[config.mk]
export PLATFORM = sky130hd
export DESIGN_NAME = router_fsm_np
export DESIGN_NICKNAME = d
export VERILOG_FILES = /design/src/rtl/router_fsm_np.sv
export SDC_FILE = /design/constraint.sdc
export NUM_CORES = 1
export LEC_CHECK = 0
export CAP_MARGIN = 20
export CORE_MARGIN = 2
export CORE_UTILIZATION = 51
export DETAILED_ROUTE_END_ITERATION = 10
export PLACE_DENSITY_LB_ADDON = 0.12
export SYNTH_ARGS = -nofsm -noshare
export SYNTH_HDL_FRONTEND = slang
export SYNTH_SLANG_ARGS = --single-unit
[constraint.sdc]
create_clock -name clk -period 4 [get_ports clk]
set_input_delay 0.6 -clock clk [delete_from_list [all_inputs] [get_ports clk]]
set_output_delay 0.6 -clock clk [all_outputs]
set_load 0.02 [all_outputs]
[src/rtl/router_fsm_np.sv]
// router_fsm_np: control FSM for the N-port router.
// Decodes the destination from the header byte and sequences header, payload and
// parity loading into the register block. It also handles FIFO-full back-pressure,
// drops packets with an invalid address and aborts on the destination's soft reset.
//
// Optional build macro: ROUTER_FSM_TIMEOUT_EN.
// When it is defined, WAIT_EMPTY gives up after WAIT_TIMEOUT cycles and the packet
// is dropped. When it is not defined, WAIT_EMPTY waits indefinitely and timeout_err
// stays 0.
//
// Ports:
//   clk, rst                 clock, asynchronous active-low reset
//   pkt_valid, data_in       input bus control and address field
//   fifo_empty, fifo_full    per-port empty flags, full flag of the selected FIFO
//   low_pkt_valid            register block status: pkt_valid has fallen
//   parity_done              register block status: parity byte finished
//   soft_reset               per-port soft reset from the FIFOs
//   detect_add .. drop_state registered state decodes
//   busy, write_en_reg       registered state decodes
//   dest_sel                 latched one-hot destination (0 in DECODE/DROP)
//   timeout_err              one-cycle pulse when WAIT_EMPTY times out
module router_fsm_np #(
    parameter int unsigned NUM_PORTS    = 3,
    parameter int unsigned ADDR_W       = 2,
    parameter int unsigned WAIT_TIMEOUT = 255
) (
    input  logic                 clk,
    input  logic                 rst,
    input  logic                 pkt_valid,
    input  logic [ADDR_W-1:0]    data_in,
    input  logic [NUM_PORTS-1:0] fifo_empty,
    input  logic                 fifo_full,
    input  logic                 low_pkt_valid,
    input  logic                 parity_done,
    input  logic [NUM_PORTS-1:0] soft_reset,
    output logic                 detect_add,
    output logic                 lfd_state,
    output logic                 ld_state,
    output logic                 full_state,
    output logic                 laf_state,
    output logic                 rst_int_reg,
    output logic                 busy,
    output logic                 write_en_reg,
    output logic                 drop_state,
    output logic [NUM_PORTS-1:0] dest_sel,
    output logic                 timeout_err
);

    typedef enum logic [3:0] {
        DECODE          = 4'd0,
        LOAD_FIRST      = 4'd1,
        WAIT_EMPTY      = 4'd2,
        LOAD_DATA       = 4'd3,
        LOAD_PARITY     = 4'd4,
        FIFO_FULL       = 4'd5,
        LOAD_AFTER_FULL = 4'd6,
        CHECK_PARITY    = 4'd7,
        DROP            = 4'd8
    } state_e;

    state_e              state_q, state_d;
    logic [ADDR_W-1:0]   dest_q, dest_d;
    logic                addr_ok;
    logic                hdr_empty;
    logic                dest_empty;
    logic                dest_srst;
    logic                wait_expired;
    logic                timeout_d;
    logic [NUM_PORTS-1:0] dest_onehot;

    logic detect_add_d, lfd_state_d, ld_state_d, full_state_d, laf_state_d;
    logic rst_int_reg_d, busy_d, write_en_reg_d, drop_state_d;

    assign addr_ok = (32'(data_in) < NUM_PORTS);

    // Per-port lookups through the live header address and the latched destination.
    always_comb begin
        hdr_empty  = 1'b0;
        dest_empty = 1'b0;
        dest_srst  = 1'b0;
        for (int unsigned p = 0; p < NUM_PORTS; p++) begin
            if (data_in == ADDR_W'(p)) begin
                hdr_empty = fifo_empty[p];
            end
            if (dest_q == ADDR_W'(p)) begin
                dest_empty = fifo_empty[p];
                dest_srst  = soft_reset[p];
            end
        end
    end

`ifdef ROUTER_FSM_TIMEOUT_EN
    localparam int unsigned CNT_W = $clog2(WAIT_TIMEOUT + 1);

    logic [CNT_W-1:0] wait_cnt_q;

    // Cycles spent in WAIT_EMPTY; held at zero elsewhere, so it is clear on entry.
    always_ff @(posedge clk or negedge rst) begin
        if (!rst) begin
            wait_cnt_q <= '0;
        end else if (state_q == WAIT_EMPTY) begin
            wait_cnt_q <= wait_cnt_q + CNT_W'(1);
        end else begin
            wait_cnt_q <= '0;
        end
    end

    assign wait_expired = (wait_cnt_q == CNT_W'(WAIT_TIMEOUT - 1));
`else
    assign wait_expired = 1'b0;
`endif

    // Next state, latched destination and output decodes of the next state.
    always_comb begin
        state_d   = state_q;
        dest_d    = dest_q;
        timeout_d = 1'b0;

        case (state_q)
            DECODE: begin
                if (pkt_valid) begin
                    if (!addr_ok) begin
                        state_d = DROP;
                    end else begin
                        dest_d  = data_in;
                        state_d = hdr_empty ? LOAD_FIRST : WAIT_EMPTY;
                    end
                end
            end
            LOAD_FIRST: state_d = LOAD_DATA;
            WAIT_EMPTY: begin
                // A FIFO draining in the timeout cycle still wins.
                if (dest_empty) begin
                    state_d = LOAD_FIRST;
                end else if (wait_expired) begin
                    state_d   = DROP;
                    timeout_d = 1'b1;
                end
            end
            LOAD_DATA: begin
                if (fifo_full) begin
                    state_d = FIFO_FULL;
                end else if (!pkt_valid) begin
                    state_d = LOAD_PARITY;
                end
            end
            LOAD_PARITY:  state_d = CHECK_PARITY;
            CHECK_PARITY: state_d = fifo_full ? FIFO_FULL : DECODE;
            FIFO_FULL: begin
                if (!fifo_full) begin
                    state_d = LOAD_AFTER_FULL;
                end
            end
            LOAD_AFTER_FULL: begin
                if (parity_done) begin
                    state_d = DECODE;
                end else if (low_pkt_valid) begin
                    state_d = LOAD_PARITY;
                end else begin
                    state_d = LOAD_DATA;
                end
            end
            DROP: begin
                if (!pkt_valid) begin
                    state_d = DECODE;
                end
            end
            default: state_d = DECODE;
        endcase

        // Soft reset of the destination FIFO aborts the packet ahead of everything else.
        if ((state_q != DECODE) && (state_q != DROP) && dest_srst) begin
            state_d   = DECODE;
            timeout_d = 1'b0;
        end

        detect_add_d    = (state_d == DECODE);
        lfd_state_d     = (state_d == LOAD_FIRST);
        ld_state_d      = (state_d == LOAD_DATA);
        full_state_d    = (state_d == FIFO_FULL);
        laf_state_d     = (state_d == LOAD_AFTER_FULL);
        rst_int_reg_d   = (state_d == CHECK_PARITY);
        drop_state_d    = (state_d == DROP);
        busy_d          = (state_d == LOAD_FIRST) || (state_d == WAIT_EMPTY) ||
                          (state_d == LOAD_PARITY) || (state_d == FIFO_FULL) ||
                          (state_d == LOAD_AFTER_FULL);
        write_en_reg_d  = (state_d == LOAD_DATA) || (state_d == LOAD_PARITY) ||
                          (state_d == LOAD_AFTER_FULL);
    end

    // One-hot of the destination that will be held after this edge.
    always_comb begin
        dest_onehot = '0;
        for (int unsigned p = 0; p < NUM_PORTS; p++) begin
            dest_onehot[p] = (dest_d == ADDR_W'(p));
        end
    end

    // State register and registered outputs.
    always_ff @(posedge clk or negedge rst) begin
        if (!rst) begin
            state_q      <= DECODE;
            dest_q       <= '0;
            detect_add   <= 1'b1;
            lfd_state    <= 1'b0;
            ld_state     <= 1'b0;
            full_state   <= 1'b0;
            laf_state    <= 1'b0;
            rst_int_reg  <= 1'b0;
            busy         <= 1'b0;
            write_en_reg <= 1'b0;
            drop_state   <= 1'b0;
            dest_sel     <= '0;
            timeout_err  <= 1'b0;
        end else begin
            state_q      <= state_d;
            dest_q       <= dest_d;
            detect_add   <= detect_add_d;
            lfd_state    <= lfd_state_d;
            ld_state     <= ld_state_d;
            full_state   <= full_state_d;
            laf_state    <= laf_state_d;
            rst_int_reg  <= rst_int_reg_d;
            busy         <= busy_d;
            write_en_reg <= write_en_reg_d;
            drop_state   <= drop_state_d;
            dest_sel     <= ((state_d == DECODE) || (state_d == DROP)) ? '0 : dest_onehot;
            timeout_err  <= timeout_d;
        end
    end

endmodule

# Yosys cells after proc, flatten, opt, wreduce, memory -nomap -nowiden
# Cells that the tools add are included.
[classes]
eq_ne = 23
mux = 26
order_cmp = 1
reduce_logical = 15
[op_table]
columns = ["operator", "count"]
rows = [
  ["4-bit case mux with 9 select lines", 1],
  ["4-bit by 3-bit == test with 1-bit output (second input constant)", 8],
  ["4-bit two-way mux", 8],
  ["4-bit by 2-bit == test with 1-bit output (second input constant)", 4],
  ["3-bit two-way mux", 4],
  ["1-bit two-way mux", 9],
  ["4-bit by 1-bit == test with 1-bit output (second input constant)", 2],
  ["4-bit == test (second input constant)", 2],
  ["4-bit zero test", 2],
  ["2-bit two-way mux", 4],
  ["1-bit logical OR", 7],
  ["2-bit by 1-bit == test with 1-bit output (second input constant)", 3],
  ["2-bit == test (second input constant)", 3],
  ["2-bit zero test", 3],
  ["4-bit inequality test (second input constant)", 1],
  ["4-bit nonzero test", 1],
  ["1-bit logical AND", 2],
  ["2-bit less-than comparator (second input constant)", 1],
]
[totals]
output_inout_bits = 13
in_bits = 14
word_cells = 77
register_bits = 18

# Logic depth before layout (Yosys ltp)
[logic_depth]
ltp_word = 14
ltp_mapped = 6
depth_no_buf = 5

# Worst setup path after synthesis
# Ideal clock, no wire load.
[synth_timing]
path_kind = "input-to-reg"
from = "in data_in[1]"
to = "reg write_en_reg"
t_arrival_ns = 1.731
path_slack_ns = 2.146
required_time_ns = 3.876
n_path_buf = 0
path_stages = 5
setup_ns = 0.124
path_cell_list = "mux2i_1 -> o211ai_1 -> a221o_2 -> and2_1 -> o31a_1"
[synth_via]
elab_chain_len = 12
elab_cells_between_ends = 17
cone_classes = "order compare (1); eq/ne (5); mux (8); reduce/logical (3)"
[synth_rtl]
columns = ["element", "line_no", "rtl"]
rows = [
  ["start, declared", "30", "input logic [ADDR_W-1:0] data_in,"],
  ["2-bit zero test", "82", "if (data_in == ADDR_W'(p)) begin"],
  ["1-bit two-way mux (3 in a row)", "82", ""],
  ["2-bit two-way mux", "126", "state_d = hdr_empty ? LOAD_FIRST : WAIT_EMPTY;"],
  ["4-bit two-way mux *", "122", "if (!addr_ok) begin"],
  ["4-bit two-way mux *", "121", "if (pkt_valid) begin"],
  ["4-bit case mux with 9 select lines *", "119", "case (state_q)"],
  ["4-bit two-way mux *", "172", "if ((state_q != DECODE) && (state_q != DROP) && dest_srst) begin"],
  ["4-bit by 2-bit == test with 1-bit output or 4-bit by 3-bit == test with 1-bit output (tied branches)", "187", "write_en_reg_d = (state_d == LOAD_DATA) || (state_d == LOAD_PARITY) ||"],
  ["1-bit logical OR", "187", ""],
  ["1-bit logical OR *", "187", ""],
  ["named net write_en_reg_d", "72", "logic rst_int_reg_d, busy_d, write_en_reg_d, drop_state_d;"],
  ["end signal, assigned", "225", "write_en_reg <= write_en_reg_d;"],
  ["end, declared", "43", "output logic write_en_reg,"],
]
# Mark *: on every way through the listed nets, which the timed path passes. The rest lies on a longest branch.

# Worst setup path in the final report
[layout_timing]
from = "in data_in[1]"
to = "reg dest_sel[1]"
[layout_via]
elab_chain_len = 12
elab_cells_between_ends = 20
cone_classes = "order compare (1); eq/ne (4); mux (12); reduce/logical (3)"
[layout_rtl]
columns = ["element", "line_no", "rtl"]
rows = [
  ["2-bit zero test", "82", ""],
  ["1-bit two-way mux (3 in a row)", "82", ""],
  ["2-bit two-way mux", "126", ""],
  ["4-bit two-way mux", "122", ""],
  ["4-bit two-way mux", "121", ""],
  ["4-bit case mux with 9 select lines", "119", ""],
  ["4-bit two-way mux", "172", ""],
  ["4-bit == test or 4-bit zero test (tied branches)", "227", "dest_sel <= ((state_d == DECODE) || (state_d == DROP)) ? '0 : dest_onehot;"],
  ["1-bit logical OR", "227", ""],
  ["3-bit two-way mux *", "227", ""],
  ["end signal, assigned", "227", ""],
  ["end, declared", "45", "output logic [NUM_PORTS-1:0] dest_sel,"],
]
# Every way passes the cells marked *; elsewhere a longest branch is shown, timed or not.

==> impl_results.md <==
- Status: finished, final reports clean
- Die footprint: 2386 um2
- Unrepaired setup endpoints after global routing: false
- #FFs+latches synth: 18
- Count of different cell masters after synthesis: 41
- Hold_buf cts: 0
- Largest net degree at the start of global routing: 19
- Arrival time worst endpoint: 2460 ps
- Worst slack, placed: 1423 ps
- Routed WL: 2.062 mm
- First-pass GRT wire length: 3.546 mm
- Post-synth ARST share: 100.0%
- CP required: 4220 ps
- Post-Syn Nets: 117
- Top_reg_cell synth: dfrtp_1
- # DRC: 0
- Ratio of cells with drive above 1 in the final layout: 8.800%
- Type of the most critical hold path: reg2reg
- Worst Setup Start Kind: input pin
- Core Region: 1922 um2
- Setup slack after layout: 1751 ps
- Max reg flops: 4
- Die height: 48.85 um
- Crit-path max FO: 6
- Post-detailed-route count of antenna-violating nets: 0
- Drt wl/cell: 13.57 um
- Nets: 140
- Max cap viols: 0
- Post-synth EDFFs: 0
- Vias in the first global route: 809
- Biggest regs: state_q x4, dest_sel x3, dest_q x2
- Final Non-Filler Cells: 152
- Cell chosen for the clock root: clkbuf_4
- Tot GR Track Use: 19.62%
- Post-Route Skew: 5.053 ps
- Critical path class: in2reg
- DRT iter0 DRCs: 14
- Max-slew violations: 0
- PD cells: 714.1 nW/um2
- Largest Register: state_q
- Inserted Clock Buffers: 3
- Routability cong.: 0.8125
- Row cnt: 16
- Gr ovfl total: 0
- Max Root-Sink Buffers: 2
- Port Buffer Count: 25
- Antenna Cells: 0
- Worst-Margin Slew: 862.2 ps
- Final Hold Viols: 0
- Relative slew slack: 41.99%
- Setup bufs post-CTS: 0
- Final period demand of the worst path: 2249 ps
- Initial core utilization: 53.39%
- Type of element capturing the critical path: register
- Peak VDD IR: 0.3145 mV
- # setup viols final: 0
- Clock transition at path regs: 100 ps
- Post-synth top area share: 41.46%
- Top-Level Pins: 27
- Sink Count: 18
- Die width: 48.85 um
- Yosys warns: 0
- Skew-Pair Late Insertion Delay: 300 ps
- PostCTS Resize Cnt: 0
- H-Tree Depth: 1
- Post-DR vias/cell: 5.645
- Post-Syn Instances: 103
- Synth area leaders: dfrtp_1, nor2_1, mux2i_1
- Initial antenna violation count: 0
- Cell taking the most area after synthesis: dfrtp_1
- Sum of negative setup slack: 0 ps
- Hpwl dp: 1.584 mm
- Leakage: 0.5475 nW
- Syn Std Cell Area: 1026 um2
- Fin crit share: 56.21%
- CTS tree: done
- Placed cells: 148
- # fillers: 166
- Vias: 858
- First-pass DRT Iterations: 4
- Max Fclk: 0.4447 GHz
- Post-synthesis average cell area: 9.961 um2
- Area growth, synth to finish: 26.22%
- Register area share after synthesis: 44.02%
-- cell type report --
type / instances / area, um2 / share of cell area, %
multi-input cells: 75 / 511.7 / 39.52
well taps: 27 / 33.78 / 2.609
inverters: 3 / 11.26 / 0.8696
flip-flops and latches: 18 / 451.7 / 34.88
clock buffers: 4 / 36.28 / 2.802
repair buffers: 25 / 250.2 / 19.32
-- where the power goes --
group          internal (mW)  leakage [nW]  switching, mW
clock                 0.0556        0.0210         0.0582
combinational          0.237         0.292          0.262
sequential             0.246         0.234         0.0663
total                  0.539         0.548          0.386
-- synthesized netlist by cell type (2+ instances only) --
cell      number
buf_2          2
nor3b_1        3
nor2_1        12
nand3b_1       2
a21oi_1        3
inv_1          3
dfrtp_1       17
buf_4          4
o31a_1         2
nor2b_1        4
nor3_1         4
o211ai_1       3
nand2b_1       4
nand3_1        2
and3_1         4
and2_1         2
mux2i_1        3
o21ai_0        4
nor4_1         3
-- per-stage QoR --
stage / instance area [um2] / util (%) / hold slack [ps] / total power [mW]
floorplan: 1026 / - / 304.4 / 0.6925
global placement: 1259 / 65.49 / 624.9 / 0.8016
detailed placement: 1259 / 65.49 / 630.7 / 0.8155
CTS: 1295 / 67.38 / 655.2 / 0.9303
global route: 1295 / 67.38 / 698.2 / 0.9961
finish: 1295 / 67.38 / 657.2 / 0.9248
-- layer usage --
| metal | part of all wire (%) | vias to the layer above | GRT usage (%) | routed length (um) |
|---|---|---|---|---|
| met1 | 45 | 407 | 23.12 | 932 |
| met5 | 0 | - | 0 | 0 |
| li1 | - | 418 | - | - |
| met4 | 2.8 | 0 | 15.71 | 57 |
| met3 | 4.0 | 6 | 3.067 | 82 |
| met2 | 48 | 27 | 31.74 | 989 |
-- cell families (layout without fill, tap and decap cells) --
| logic type | count (synthesis) | count (layout) | synth area share [%] |
|---|---|---|---|
| other | 1 | 1 | 0.3655 |
| and+or+nand+nor | 48 | 48 | 27.80 |
| muxes | 3 | 3 | 2.927 |
| buffers and inverters | 10 | 32 | 6.098 |
| DFF | 18 | 18 | 44.03 |
| AOI/OAI and AO/OA | 23 | 23 | 18.78 |
-- worst paths after layout --
check                                          start                endpoint  slack, ps  depth (start not counted)
worst max register to register  state_q[3]$_DFF_PN0_  write_en_reg$_DFF_PN0_       2010                          5
min in group asynchronous                        rst   rst_int_reg$_DFF_PN0_        730                          1
worst max-delay path                      data_in[1]   dest_sel[1]$_DFF_PN0_       1750                          6
max in group asynchronous                        rst   dest_sel[1]$_DFF_PN0_       2790                          1
worst min register to register   dest_q[1]$_DFF_PN0_     dest_q[1]$_DFF_PN0_        660                          1
worst min-delay path             dest_q[1]$_DFF_PN0_     dest_q[1]$_DFF_PN0_        660                          1
-- critical path, stage by stage --
cell and delay (ps):
clkdlybuf4s50_1 580, mux2i_1 210, o211ai_1 120, o211ai_1 560, o41ai_4 170, nor3b_1 220
-- layout by cell type, fill, tap and decap left out, types with 2 or more instances in the layout --
cell,instances
clkdlybuf4s50_1,25
dfrtp_1,17
nor2_1,12
nor2b_1,4
nor3_1,4
o21ai_0,4
and3_1,4
nand2b_1,4
mux2i_1,3
inv_1,3
nor3b_1,3
o211ai_1,3
a21oi_1,3
nor4_1,3
clkbuf_4,3
and2_1,2
o31a_1,2
nand3b_1,2
nand3_1,2
(Power assumes the default switching activity.)
